`config.mk`:
```
export PLATFORM = sky130hd
export DESIGN_NAME = seq_div
export DESIGN_NICKNAME = d
export VERILOG_FILES = /design/src/rtl/seq_div.sv
export SDC_FILE = /design/constraint.sdc
export NUM_CORES = 1
export LEC_CHECK = 0
export BUFFER_PORTS_ARGS = -buffer_cell sky130_fd_sc_hd__buf_2
export CORE_MARGIN = 5
export CORE_UTILIZATION = 40
export CTS_CLUSTER_SIZE = 12
export DETAILED_ROUTE_END_ITERATION = 6
export PLACE_DENSITY = 0.69
export SLEW_MARGIN = 25
export SYNTH_ARGS = -nofsm -noshare
export SYNTH_HDL_FRONTEND = slang
export SYNTH_SLANG_ARGS = --single-unit
```
`constraint.sdc`:
```
create_clock -name clk -period 7.26 [get_ports clk]
set_input_delay 1.089 -clock clk [delete_from_list [all_inputs] [get_ports clk]]
set_output_delay 1.089 -clock clk [all_outputs]
set_load 0.02 [all_outputs]
```
`src/rtl/seq_div.sv`:
```
// rtl/seq_div.sv - sequential restoring divider, signed/unsigned, one quotient bit per cycle
// Division by zero bypasses ITER but still passes through FIX so both paths share the DONE edge.
module seq_div #(
   parameter int DATA_WIDTH = 32
) (
   input  logic                  clk,
   input  logic                  rst_n,
   input  logic                  start,
   input  logic                  signed_op,
   input  logic [DATA_WIDTH-1:0] a,
   input  logic [DATA_WIDTH-1:0] b,
   input  logic                  cancel,
   output logic                  busy,
   output logic                  done,
   output logic [DATA_WIDTH-1:0] quotient,
   output logic [DATA_WIDTH-1:0] remainder,
   output logic                  div_by_zero
);

   localparam int CW = (DATA_WIDTH > 1) ? $clog2(DATA_WIDTH) : 1;
   localparam logic [CW-1:0] LAST = CW'(DATA_WIDTH - 1);
   localparam int MSB = DATA_WIDTH - 1;

   typedef enum logic [2:0] {IDLE, PREP, ITER, FIX, DONE} state_t;

   state_t state, state_n;

   logic [DATA_WIDTH-1:0] a_r, b_r;
   logic                  sop_r;
   logic [DATA_WIDTH-1:0] dvd;
   logic [DATA_WIDTH-1:0] dvs;
   logic [DATA_WIDTH-1:0] prem;
   logic [CW-1:0]         cnt;
   logic                  sign_q, sign_r, dz;
   logic [DATA_WIDTH:0]   trial, diff;

   always_ff @(posedge clk or negedge rst_n) begin
      if (!rst_n) state <= IDLE;
      else        state <= state_n;
   end

   always_comb begin
      state_n = state;
      case (state)
         IDLE: if (start) state_n = PREP;
         PREP: begin
            if (cancel)         state_n = IDLE;
            else if (b_r == '0) state_n = FIX;
            else                state_n = ITER;
         end
         ITER: begin
            if (cancel)           state_n = IDLE;
            else if (cnt == LAST) state_n = FIX;
         end
         FIX:  state_n = cancel ? IDLE : DONE;
         DONE: state_n = IDLE;
         default: state_n = IDLE;
      endcase
   end

   assign busy = (state != IDLE);
   assign done = (state == DONE);

   // The stored remainder is always below the divisor, so only the shifted trial needs the extra bit.
   assign trial = {prem, dvd[MSB]};
   assign diff  = trial - {1'b0, dvs};

   always_ff @(posedge clk or negedge rst_n) begin
      if (!rst_n) begin
         a_r         <= '0;
         b_r         <= '0;
         sop_r       <= 1'b0;
         dvd         <= '0;
         dvs         <= '0;
         prem        <= '0;
         cnt         <= '0;
         sign_q      <= 1'b0;
         sign_r      <= 1'b0;
         dz          <= 1'b0;
         quotient    <= '0;
         remainder   <= '0;
         div_by_zero <= 1'b0;
      end else begin
         case (state)
            IDLE: begin
               if (start) begin
                  a_r   <= a;
                  b_r   <= b;
                  sop_r <= signed_op;
               end
            end
            PREP: begin
               dvd    <= (sop_r && a_r[MSB]) ? -a_r : a_r;
               dvs    <= (sop_r && b_r[MSB]) ? -b_r : b_r;
               sign_q <= sop_r && (a_r[MSB] ^ b_r[MSB]);
               sign_r <= sop_r && a_r[MSB];
               dz     <= (b_r == '0);
               prem   <= '0;
               cnt    <= '0;
            end
            ITER: begin
               if (!diff[DATA_WIDTH]) begin
                  prem <= diff[DATA_WIDTH-1:0];
                  dvd  <= {dvd[MSB-1:0], 1'b1};
               end else begin
                  prem <= trial[DATA_WIDTH-1:0];
                  dvd  <= {dvd[MSB-1:0], 1'b0};
               end
               cnt <= cnt + 1'b1;
            end
            FIX: begin
               if (!cancel) begin
                  if (dz) begin
                     quotient    <= '1;
                     remainder   <= a_r;
                     div_by_zero <= 1'b1;
                  end else begin
                     quotient    <= sign_q ? -dvd : dvd;
                     remainder   <= sign_r ? -prem : prem;
                     div_by_zero <= 1'b0;
                  end
               end
            end
            default: ;
         endcase
      end
   end

endmodule

```
==> impl_metrics.ini, run 1 <==
[synthesis]
synth.distinct_cells = 62
syn_inst = 1470
synth_edf_count = 0
ys_async_sr_fraction_pct = 100
ys_seq_area_share_pct = 43.5
netlist.area_leader.share_pct = 43.5
ys.warnings.count = 0
synth_ff_type = dfrtp_1
synth_fp_nets = 1578
avgSynthCellArea_sq_um = 9.27
synth_top_cell_by_area = dfrtp_1
synth.cell_area_sq_mm = 0.0136
synth_common_cells = dfrtp_1 (237), o21ai_0 (186), nand2_1 (150)
yosys-top-cells-area = dfrtp_1 (44%), o21ai_0 (6.8%), xor2_1 (5.5%)
yosys_register_bits = 237
synth.most_common_cell = dfrtp_1

[min_path]
hold_depth = 2
hold_class = reg2reg
min_to = remainder[12]$_DFFE_PN0P_
hp-start = remainder[12]$_DFFE_PN0P_

[critical_path]
arrival_ns = 4.42
crit_top_cell = a21oi_1
critPathSlowestCell = or4b_2
end_kind = flop
crit_cells = 11
crit_family = compound AO/OA/AOI/OAI gates
crit_buf_inv = 1
path_max_fanout = 24
cp-start-kind = flop
regToRegSetupSlack_ns = 3.27
regToRegStartpoint = prem[10]$_DFFE_PN0P_
r2r_cells = 11
r2r_end = prem[13]$_DFFE_PN0P_
slowest_delay_ns = 0.65
path_cells = ha_1 > a21oi_1 > o21ai_0 > or4b_2 > a21oi_1 > o211ai_1 > a311oi_1 > xnor2_2 > buf_4 > nor2_1 > a221o_1
critPathKind = reg2reg
cp.required_ns = 7.68

[pwr]
power.total_mw = 8.25
swShare_pct = 45.6
p_leak_nw = 6.92
ir_drop_mv = 0.217
p_int_mw = 4.49
switchingPower_mw = 3.77
power_density_mw_per_mm2 = 527
clockPowerShare_pct = 17.3
seqPwrFrac_pct = 30.2
combPwrFrac_pct = 52.4

[floorplan]
num_rows = 67
die-area_sq_mm = 0.0379
die_h_microns = 195
die_x_microns = 195
coreArea_sq_mm = 0.0336
start_util_pct = 40.5
ioPinCount = 136

[cts]
cts_sinks = 237
cts.repair.resized = 0
cts_tree = done
ctsHoldBuffers = 0
clkTransAtPathRegs_ns = 0.07
htreeDepth = 1
clk_path_buf_depth = 3
post_cts_buffers = 0
clk_latency_ns = 0.57
cts_root_buf = clkbuf_16
cts_made_buffers = 28

[cells_and_area]
drive_above_1_share_pct = 17.0
postLayoutCoreUtil_pct = 46.6
area_growth_pct = 14.9
finalNetCount = 1678
antennaDiodeCount = 0
stdcell_area_sq_mm = 0.0157

[global_routing]
grt_remaining_overflow = 0
grt_max_degree = 132
track_usage_pct = 18.9
grt_pass1_wl_microns = 59800
grt_pass1_vias = 11000
antenna_found_initial = 0

[drt]
viasPerCell = 5.46
routedWlPerCell_microns = 18.0
remaining_drc_errors = 0
first_pass_iters = 5
wirelength_microns = 36700
detail-route-antenna-nets = 0
vias = 11100
initialDrtViolationCount = 662

[timing]
drv_slew = 0
hold_violations = 0
tightest_slew_ns = 0.936
hold_ws_ns = 0.477
tns_ns = 0
fmax_mhz = 250
relSlewSlack_pct = 37.4
min_period_ns = 3.99
period_share_pct = 55.0
clock_skew_ns = 0.0324
final-setup-viol-count = 0
rsz0062_at_grt = false

[placement]
place.gp.congestion = 0.877
dp_hpwl_microns = 26800
dpl_cell_area_sq_mm = 0.0147
numPortBuffers = 135

[outcome]
status = finished clean

[run]
cap_violations = 0
==> power by group through the flow <==
stage	clock, mW	sequential [mW]	combinational [mW]
after CTS	1.46	2.49	4.33
after global placement	0	2.47	4.24
after detailed placement	0	2.51	4.30
after global routing	1.52	2.58	4.82
after floorplan	0	2.45	3.16
final	1.43	2.50	4.33
==> worst reg2reg max path, delay by kind of cell (launching register included) <==
family | cells | cell delay [ns]
AO/OA/AOI/OAI | 6 | 1.42
AND/OR/NAND/NOR | 2 | 0.76
flip-flops | 1 | 0.47
buffers and inverters | 1 | 0.47
adder cells (fa/ha/maj) | 1 | 0.39
XOR/XNOR | 1 | 0.35
==> worst max path at each step <==
| stage | from | slack (ns) | end |
|---|---|---|---|
| CTS | prem[10]$_DFFE_PN0P_ | 3.27 | prem[13]$_DFFE_PN0P_ |
| detailed placement | prem[10]$_DFFE_PN0P_ | 3.28 | prem[13]$_DFFE_PN0P_ |
| finish | prem[10]$_DFFE_PN0P_ | 3.27 | prem[13]$_DFFE_PN0P_ |
| global placement | prem[10]$_DFFE_PN0P_ | 3.39 | prem[29]$_DFFE_PN0P_ |
| global route | dvd[31]$_DFFE_PN0P_ | 3.00 | prem[13]$_DFFE_PN0P_ |
| floorplan | prem[10]$_DFFE_PN0P_ | 3.88 | prem[24]$_DFFE_PN0P_ |
==> cell usage in the layout (no fill, tap or decap), types with 12 or more instances in the layout <==
cell / n
o31ai_1: 31
mux2_2: 61
dfrtp_1: 236
inv_1: 48
o21ai_0: 186
a22oi_1: 30
a21oi_1: 100
a31oi_1: 13
or3_1: 15
xnor2_1: 58
buf_2: 134
and3_1: 19
ha_1: 38
nand2_1: 150
xor2_1: 86
or4_1: 13
nor3_1: 19
clkbuf_16: 28
mux2i_1: 32
nor2_1: 109
o41ai_1: 14
a21o_1: 12
nand2b_1: 18
==> layout make-up <==
class                           count  area [sq um]
Fill cell                        3212         18000
Multi-Input combinational cell   1107          7250
Sequential cell                   237          5930
Clock buffer                       40           796
Timing Repair Buffer              147           788
Tap cell                          448           561
Inverter                           49           184
Clock inverter                      8           143
==> metal layers <==
metal / vias up / wire length (microns) / GRT usage (%)
met2: 307 / 16000 / 28.8
met3: 62 / 1850 / 2.44
li1: 5428 / - / -
met4: 0 / 1310 / 6.30
met5: - / 0 / 0
met1: 5312 / 17600 / 27.8
==> per-stage QoR <==
stage	cells	setup WS, ns
after global placement	1988	3.39
after floorplan	1470	3.88
after CTS	2036	3.27
final	2036	3.27
after detailed placement	1988	3.28
after global routing	2036	3.00
==> cells by family after synthesis <==
| logic type | Yosys count | share of synthesized area (%) |
|---|---|---|
| DFF | 237 | 43.5 |
| buffers and inverters | 126 | 3.51 |
| and+or+nand+nor | 409 | 14.2 |
| AOI/OAI and AO/OA | 421 | 18.4 |
| adders and majority gates | 39 | 3.64 |
| xor gates and xnor gates | 145 | 9.32 |
| muxes | 93 | 7.39 |
==> flip-flops by register name (all words and copies together) (netlist names) <==
name         count
a_r             32
b_r             32
dvd             32
dvs             32
prem            32
quotient        32
remainder       32
cnt              5
state            3
div_by_zero      1
dz               1
sign_q           1
sign_r           1
sop_r            1
(Power assumes the default switching activity.)
==> run 2, diff against run 1 <==
ABC_AREA = 1   (was unset)
PLACE_DENSITY = 0.7   (was 0.69)
clock period = 3.48 ns   (was 7.26 ns; I/O delays follow)
==> impl_metrics.ini, run 2 <==
[cts]
cts_root_buf = clkbuf_16
htreeDepth = 1
cts_sinks = 237
cts_made_buffers = 28
cts_tree = done
cts.repair.resized = 0
clkTransAtPathRegs_ns = 0.06
clk_path_buf_depth = 3
clk_latency_ns = 0.57

[global_routing]
grt_pass1_wl_microns = 78800
grt_remaining_overflow = 0
track_usage_pct = 23.1
antenna_found_initial = 0
grt_max_degree = 82
grt_pass1_vias = 14600

[synthesis]
synth_fa_ha_area_share_pct = 3.22
avgSynthCellArea_sq_um = 6.94
synth_edf_count = 0
ys_seq_area_share_pct = 38.6
yosys_register_bits = 237
synth_fp_nets = 2322
synth.distinct_cells = 47
synthSimpleGateAreaFrac_pct = 31.3
synth.most_common_cell = nand2_1
synth_ff_type = dfrtp_1
synth.cell_area_sq_mm = 0.0154
synth_top_cell_by_area = dfrtp_1
synth_xor_area_share_pct = 3.93
netlist.area_leader.share_pct = 38.6
synth_top_family_by_area = simple AND/OR/NAND/NOR gates
ys.warnings.count = 0
synth-compound-area-share_pct = 12.5
synth_common_cells = nand2_1 (675), inv_1 (318), dfrtp_1 (237)
synth_mux_area_share_pct = 0.366
syn_inst = 2214
yosys-top-cells-area = dfrtp_1 (39%), nand2_1 (16%), inv_1 (7.8%)
ys_async_sr_fraction_pct = 100

[min_path]
hold_depth = 2
min_to = state[1]$_DFFE_PN0P_
hold_class = in2reg
hp-start = cancel

[cells_and_area]
area_growth_pct = 14.0
layout_commonest_cell = nand2_1
fillers = 3924
postLayoutCoreUtil_pct = 46.3
most-common-layout-cells = nand2_1 (675), inv_1 (318), dfrtp_1 (237)
drive_above_1_share_pct = 10.5
antennaDiodeCount = 0
finalNetCount = 2434

[timing]
tightest_slew_ns = 0.989
tns_ns = 0
hold_violations = 0
rsz0062_at_grt = false
min_period_ns = 2.80
fmax_mhz = 358
clock_skew_ns = 0.0291
hold_ws_ns = 0.133
relSlewSlack_pct = 34.0
layout_setup_ws_ns = 0.685
drv_slew = 0
period_share_pct = 80.3
final-setup-viol-count = 0

[placement]
numPortBuffers = 135
dp_hpwl_microns = 38500
place.gp.congestion = 0.933
dpl_worst_slack_ns = 0.720

[floorplan]
start_util_pct = 40.6
die_x_microns = 206
coreArea_sq_mm = 0.0378
die_h_microns = 206
num_rows = 71
ioPinCount = 136
die-area_sq_mm = 0.0425

[critical_path]
cp-start-kind = flop
r2r_cells = 13
end_kind = flop
cp.required_ns = 3.92
regToRegStartpoint = prem[17]$_DFFE_PN0P_
critPathKind = reg2reg
path_max_fanout = 20
arrival_ns = 3.23
regToRegSetupSlack_ns = 0.68
r2r_end = prem[24]$_DFFE_PN0P_

[drt]
first_pass_iters = 5
wirelength_microns = 49400
detail-route-antenna-nets = 0
viasPerCell = 5.24
vias = 15000
remaining_drc_errors = 0
routedWlPerCell_microns = 17.3
initialDrtViolationCount = 1111

[pwr]
power.total_mw = 20.7
ir_drop_mv = 0.498
power_density_mw_per_mm2 = 1180
p_leak_nw = 9.20

[outcome]
status = finished clean

[run]
cap_violations = 0
==> run 2: cell types whose count changed in the layout (fill, tap and decap cells not counted), moves of 24 or more <==
cell | before | now
xnor2_1 | 58 | 7
mux2_2 | 61 | 5
nand3_1 | 11 | 196
o221ai_1 | 0 | 26
inv_1 | 48 | 318
o21ai_0 | 186 | 144
mux2i_1 | 32 | 0
o22ai_1 | 0 | 28
nand2_1 | 150 | 675
xor2_1 | 86 | 62
a21oi_1 | 100 | 47
nor2_1 | 109 | 173
o31ai_1 | 31 | 7
==> run 2: final cells by class <==
type	instances	area (sq um)	area share, %
sequential	237	5930	33.8
multi-input combinational	1579	7900	45.1
inverter	324	1220	6.94
timing repair buffer	156	858	4.90
clock buffer	38	778	4.44
tap	511	639	3.65
clock inverter	11	195	1.11
==> run 2: report_power, final <==
group	switching, mW	total [mW]	leakage, nW	internal [mW]
clock network	1.22	3.14	0.478	1.93
logic	8.40	12.3	5.71	3.85
registers	1.28	5.27	3.02	4.00
total	10.9	20.7	9.20	9.78
==> run 2: worst max path at each step <==
stage	depth (start not counted)	slack (ns)	from	endpoint
final	13	0.68	prem[17]$_DFFE_PN0P_	prem[24]$_DFFE_PN0P_
after global routing	16	0.41	dvd[31]$_DFFE_PN0P_	prem[26]$_DFFE_PN0P_
after CTS	13	0.71	prem[25]$_DFFE_PN0P_	prem[24]$_DFFE_PN0P_
after detailed placement	13	0.72	prem[25]$_DFFE_PN0P_	prem[24]$_DFFE_PN0P_
after global placement	13	0.79	prem[25]$_DFFE_PN0P_	prem[31]$_DFFE_PN0P_
after floorplan	16	1.29	dvd[31]$_DFFE_PN0P_	prem[10]$_DFFE_PN0P_
==> run 2: stage by stage <==
stage	instances	area, sq um
floorplan	2214	15400
global placement	2806	16500
detailed placement	2806	16500
CTS	2856	17500
global route	2856	17500
finish	2856	17500
==> run 2: layer usage <==
layer	GRT usage, %	up-vias	wire length [microns]
li1	-	7364	-
met1	31.3	7020	21800
met2	39.3	502	23300
met3	2.64	87	2920
met4	6.30	0	1430
met5	0	-	0
==> run 2: cells by family after synthesis <==
| family | count (synthesis) |
|---|---|
| flip-flops | 237 |
| AND/OR/NAND/NOR | 1145 |
| AO/OA/AOI/OAI | 321 |
| adder cells (fa/ha/maj) | 39 |
| XOR/XNOR | 69 |
| multiplexers | 5 |
| buffers and inverters | 398 |
==> run 2: worst max-delay path: stages (launching register included) <==
cell and delay (ns):
dfrtp_1 0.49, ha_1 0.39, nand2_1 0.16, inv_1 0.05
nand2_1 0.06, nand2_1 0.07, nand2_1 0.06, nand2_1 0.07
a21oi_2 0.24, nand3_2 0.35, nand2_2 0.44, nand2_1 0.10
nand3_1 0.10, nand2_1 0.07
==> run 2: what timing repair did <==
action	in CTS	in global routing
endpoints found under the setup margin	0	0
hold buffers	1	0
endpoints found under the hold margin	44	0
buffers inserted	0	0
